<file path="src/rtl/fifo_rd_stream.sv">
// Read-side stream adapter for the dual-clock FIFO: hides the RAM's one-cycle read latency behind a
// 2-entry valid/ready buffer. Define RD_STREAM_STATS_EN to add the word_cnt/stall_cnt statistics.
module fifo_rd_stream #(
  parameter int DATA_WD = 8
) (
  input  logic               r_clk,
  input  logic               r_resetn,
  input  logic               empty_flag,
  input  logic [DATA_WD-1:0] data_out,
  output logic               r_enbl,
  input  logic               flush,
  output logic               m_valid,
  input  logic               m_ready,
  output logic [DATA_WD-1:0] m_data
`ifdef RD_STREAM_STATS_EN
  ,
  output logic [15:0]        word_cnt,
  output logic [15:0]        stall_cnt
`endif
);

  logic [1:0]         count_q, count_d;
  logic               inflight_q, inflight_d;
  logic [DATA_WD-1:0] head_q, head_d;
  logic [DATA_WD-1:0] skid_q, skid_d;
  logic               pop_s;
  logic [2:0]         level_s;
  logic [1:0]         kept_s;

  assign m_valid = (count_q != 2'd0);
  assign m_data  = head_q;

  // Read issue: only when the words held plus the one in flight, after this pop, leave room.
  always_comb begin
    pop_s   = m_valid & m_ready;
    level_s = {1'b0, count_q} + {2'b00, inflight_q} - {2'b00, pop_s};
    kept_s  = count_q - {1'b0, pop_s};
    r_enbl  = r_resetn & ~empty_flag & ~flush & (level_s < 3'd2);
  end

  // Buffer next state: shift skid to head on pop, then land the arriving word in the first free slot.
  always_comb begin
    head_d     = head_q;
    skid_d     = skid_q;
    inflight_d = r_enbl;
    if (pop_s && (count_q == 2'd2)) begin
      head_d = skid_q;
    end else begin
      head_d = head_q;
    end
    if (inflight_q && !flush) begin
      if (kept_s == 2'd0) begin
        head_d = data_out;
      end else begin
        skid_d = data_out;
      end
    end else begin
      skid_d = skid_q;
    end
    if (flush) begin
      count_d = 2'd0;
    end else begin
      count_d = level_s[1:0];
    end
  end

  // Buffer and occupancy registers.
  always_ff @(posedge r_clk or negedge r_resetn) begin
    if (!r_resetn) begin
      count_q    <= 2'd0;
      inflight_q <= 1'b0;
      head_q     <= {DATA_WD{1'b0}};
      skid_q     <= {DATA_WD{1'b0}};
    end else begin
      count_q    <= count_d;
      inflight_q <= inflight_d;
      head_q     <= head_d;
      skid_q     <= skid_d;
    end
  end

`ifdef RD_STREAM_STATS_EN
  logic [15:0] word_cnt_q, word_cnt_d;
  logic [15:0] stall_cnt_q, stall_cnt_d;

  // Statistics next state: delivered words wrap, stall cycles saturate.
  always_comb begin
    if (pop_s) begin
      word_cnt_d = word_cnt_q + 16'd1;
    end else begin
      word_cnt_d = word_cnt_q;
    end
    if (m_valid && !m_ready && (stall_cnt_q != 16'hFFFF)) begin
      stall_cnt_d = stall_cnt_q + 16'd1;
    end else begin
      stall_cnt_d = stall_cnt_q;
    end
  end

  // Statistics registers; only reset clears them.
  always_ff @(posedge r_clk or negedge r_resetn) begin
    if (!r_resetn) begin
      word_cnt_q  <= 16'd0;
      stall_cnt_q <= 16'd0;
    end else begin
      word_cnt_q  <= word_cnt_d;
      stall_cnt_q <= stall_cnt_d;
    end
  end

  assign word_cnt  = word_cnt_q;
  assign stall_cnt = stall_cnt_q;
`endif

endmodule

</file>
<file path="config.mk">
export PLATFORM = sky130hd
export DESIGN_NAME = fifo_rd_stream
export DESIGN_NICKNAME = d
export VERILOG_FILES = /design/src/rtl/fifo_rd_stream.sv
export SDC_FILE = /design/constraint.sdc
export NUM_CORES = 1
export LEC_CHECK = 0
export CAP_MARGIN = 20
export CORE_MARGIN = 2
export CORE_UTILIZATION = 51
export DETAILED_ROUTE_END_ITERATION = 16
export MAX_ROUTING_LAYER = met4
export PLACE_DENSITY_LB_ADDON = 0.3
export SYNTH_ARGS = -nofsm -noshare
export SYNTH_HDL_FRONTEND = slang
export SYNTH_SLANG_ARGS = --single-unit
</file>
<file path="constraint.sdc">
create_clock -name r_clk -period 3.7 [get_ports r_clk]
set_input_delay 0.74 -clock r_clk [delete_from_list [all_inputs] [get_ports r_clk]]
set_output_delay 0.74 -clock r_clk [all_outputs]
set_load 0.005 [all_outputs]
</file>
Word level (Yosys, flattened, before mapping)
Cells that the tools add are included.
- mux-type cells: 4
- add/subtract/negate cells: 3
- eq/ne operators: 1
- reductions and logical operators: 6
- bitwise gates (word level): 7
- $lt $le $gt $ge: 1
- operator list (operator ; count):
    8-bit 2-to-1 mux ; 3
    1-bit bitwise AND ; 4
    2-bit by 1-bit adder with 3-bit output ; 1
    3-bit by 2-bit < comparator with 1-bit output, second input constant ; 1
    1-bit inverter ; 3
    3-bit by 1-bit subtractor with 3-bit output ; 1
    2-bit == test, second input constant ; 1
    1-bit logical AND ; 2
    2-bit zero test ; 1
    2-bit 2-to-1 mux ; 1
    2-bit AND reduction ; 1
    2-bit nonzero test ; 1
    2-bit by 1-bit subtractor with 2-bit output ; 1
    1-bit zero test ; 1
- bits in registers: 19
- output and inout port bits: 10
- input bits: 13

Logic depth before layout (Yosys ltp)
- word-level depth: 6
- mapped depth: 7

Worst setup path before layout
No wires, ideal clock.
- path type: input to output
- start: input port m_ready
- end: output port r_enbl
- data arrival time: 2102 ps
- buffers on the path: 0
- stages: 6
- slack: 858 ps
- cells stage by stage: o21ai_0 -> or2_2 -> nand2_1 -> ha_1 -> fa_1 -> nor4_1
- word-level cells in the longest chain between the ends: 4
- ends and longest elaborated chain (item ; RTL line ; RTL):
    start: declaration ; 13 ; input logic m_ready,
    1-bit bitwise AND ; 35 ; pop_s = m_valid & m_ready;
    3-bit by 1-bit subtractor with 3-bit output ; 36 ; level_s = {1'b0, count_q} + {2'b00, inflight_q} - {2'b00, pop_s};
    3-bit by 2-bit < comparator with 1-bit output ; 38 ; r_enbl = r_resetn & ~empty_flag & ~flush & (level_s < 3'd2);
    1-bit bitwise AND ; 38 ;
    end: declaration ; 10 ; output logic r_enbl,
No other way between the ends.

Final worst setup path
Same ends and word-level chain as after synthesis.

==> results.md <==
- Vias in the first global route: 554
- Initial Util: a little over half
- Post-layout min period: 3.52 ns
- CTS Root Cell: clkbuf_4
- Routed vias: about 570
- Worst Hold Path EP: skid_q[6]
- MaxCap Viol Count: 0
- Top_reg_cell synth: dfrtp_1
- Die width: 46.8 microns
- Synth area leaders: dfrtp_1, mux2_4, mux2_1
- Final setup TNS: 0 ns
- DR WL/cell: approximately 14 microns
- Design Power: about 0.00076 W
- Critical path peak fanout: 2
- Largest net degree at the start of global routing: 20
- H-tree Lvls: 1
- Worst-case clock buffer depth: 2
- FF-to-FF path depth: 6
- Worst hold path depth: 1
- Final #Nets: roughly 110
- Async SR Flop Fraction: 100%
- Synth Area per Inst: 15.1 sq um
- WP data required: 2.96 ns
- EDFF count, synth: 0
- RD Place Congestion: 0.769
- Top cell type by total area after synthesis: dfrtp_1
- Total Routed Length: 1570 microns
- Fin util: between 70% and 80%
- Cell Pwr Density: 620 mW/mm^2
- Worst-margin pin slew: 0.336 ns
- Core ar.: approximately 0.0017 sq mm
- Synth Instances: 62
- Synth Warn #: 0
- Port Buffers: 22
- CP Launch Point: m_ready
- Fmax: approximately 0.28 GHz
- Startpoint types: input port
- Hold Crit Start: skid_q[6]
- Capturing point of the worst reg2reg path: inflight_q
- GR Util All Layers: 18.0%
- ANT nets after route: 0
- First DRT Iteration DRCs: 1
- Vias per inst: 4.97
- Initial antenna violation count: 0
- Max-Slew Margin vs Limit: 77.6%
- Die area: around 0.0022 sq mm
- CTS tree: built
- Final Hold Fails: 0
- Pre-antenna DRT Iters: 3
- CP endpoint kind: output port
- Fraction of layout cells with a size suffix above 1: between 30% and 40%
- Die height: ~47 microns
- DRC viols: 0
- HPWL after detailed placement: 1140 microns
- Reg clk slew, reported paths: around 0.11 ns
- #FFs+latches synth: 19
- Post-synth cell types: 18
- RSZ-0062 raised after global routing: false
- Row cnt: 15
- Synth top area share: 50.9%
- R2R Path Start: count_q[1]
- Clk sinks: 19
- Outcome: finished, final reports clean
- CP Class: input port to output port
- Diode count: 0
- Max-slew violation count: 0
- Post-Syn Area: 935 sq um
- Clk Latency, worst-skew pair: 0.29 ns
- Syn nets: 77
- Total CTS buffers: 3
- Worst Hold Class: flop to flop
- Clock skew: 0.00788 ns
- Area Growth Syn to Fin: 31.5%
- I/O pins: 23
- Period utilization: a little over nine tenths
- GRT overflow: 0
- Max rail drop VDD: roughly 460 uV
- Worst R2R Setup Slack: 1.78 ns
- First-pass GRT wire length: 2590 microns
- Crit path DAT: 2.78 ns
- Final Setup Violations: 0
- LEAKAGE: 0.603 nW
- Sequential share of the synthesized area: around half
## worst max-delay path, cell delays in order
cell and delay (ns):
clkdlybuf4s50_1 0.47, o21ai_0 0.10, or2_2 0.30, nand2_1 0.07, ha_1 0.15, fa_1 0.44
nor4_2 0.25, dlygate4sd2_1 0.27
## registers in the layout, indices dropped and copies added (netlist names)
register and cells:
count_q 2, m_data 8, skid_q 8, inflight_q 1
## synth_stat cells (2+ instances only)
cell / instances
or2_2: 2
mux2_1: 9
dfrtp_1: 19
nand2_1: 2
mux2_4: 8
nor2b_1: 3
nand2b_1: 2
mux2_2: 7
## cells in the final DEF, fill, tap and decap left out
master / n
buf_4: 3
nor2b_1: 3
a21bo_1: 1
dfrtp_1: 19
mux2_1: 9
nor4_2: 1
or2_2: 2
dlygate4sd2_1: 1
nand2_1: 2
clkdlybuf4s50_1: 21
nand3_2: 1
nand2b_1: 2
fa_1: 1
clkbuf_4: 3
ha_1: 1
mux2_2: 7
mux2_4: 8
o21ai_0: 1
inv_2: 1
xnor2_1: 1
clkbuf_1: 1
nand3b_4: 1
## metal layers
| metal | share of wire (%) | global-route usage (%) |
|---|---|---|
| met1 | 44 | 22.3 |
| met2 | 51 | 28.5 |
| met3 | 4.1 | 5.77 |
| met4 | 0.76 | 5.00 |
| met5 | 0 | - |
## stage by stage
stage,worst slack (ns),area (sq um),cells,hold slack [ns]
floorplan,0.858,935,62,0.444
global placement,-0.168,1200,111,0.467
detailed placement,-0.218,1200,111,0.484
CTS,0.156,1230,115,0.509
global route,0.0675,1230,115,0.527
finish,0.184,1230,115,0.504
## how the worst max path moves through the flow
stage | slack (ns) | cells after the start | end
6_report | 0.18 | 8 | r_enbl
5_1_grt | 0.07 | 8 | r_enbl
4_1_cts | 0.16 | 8 | r_enbl
3_5_place_dp | -0.22 | 8 | r_enbl
3_3_place_gp | -0.17 | 8 | r_enbl
2_1_floorplan | 0.86 | 6 | r_enbl
## where the power goes
part           total, W  switching (W)  internal [W]
registers      0.000331      0.0000447      0.000287
clock network  0.000102      0.0000605     0.0000419
logic          0.000328      0.0000957      0.000233
## cell type report
cell class,instances,area (sq um)
multi-input combinational,41,450
inverter,1,3.75
timing repair buffer,25,241
clock buffer,4,26.3
tap,25,31.3
fill,133,498
sequential,19,475
## what timing repair did
item / CTS / global route
buffers inserted: 0 / 0
endpoints found under the setup margin: 1 / 0
hold buffers: 0 / 0
gates resized for setup: 2 / 0
## cells by family (layout without fill, tap and decap cells)
logic type / after synthesis / after routing / share of synthesized area, %
simple gates: 12 / 12 / 9.37
compound gates: 2 / 2 / 1.61
flops: 19 / 19 / 50.9
fa+ha+maj: 2 / 2 / 3.48
xor+xnor: 1 / 1 / 0.937
buf+inv: 2 / 30 / 1.61
mux: 24 / 24 / 32.1
(Power assumes the default switching activity.)
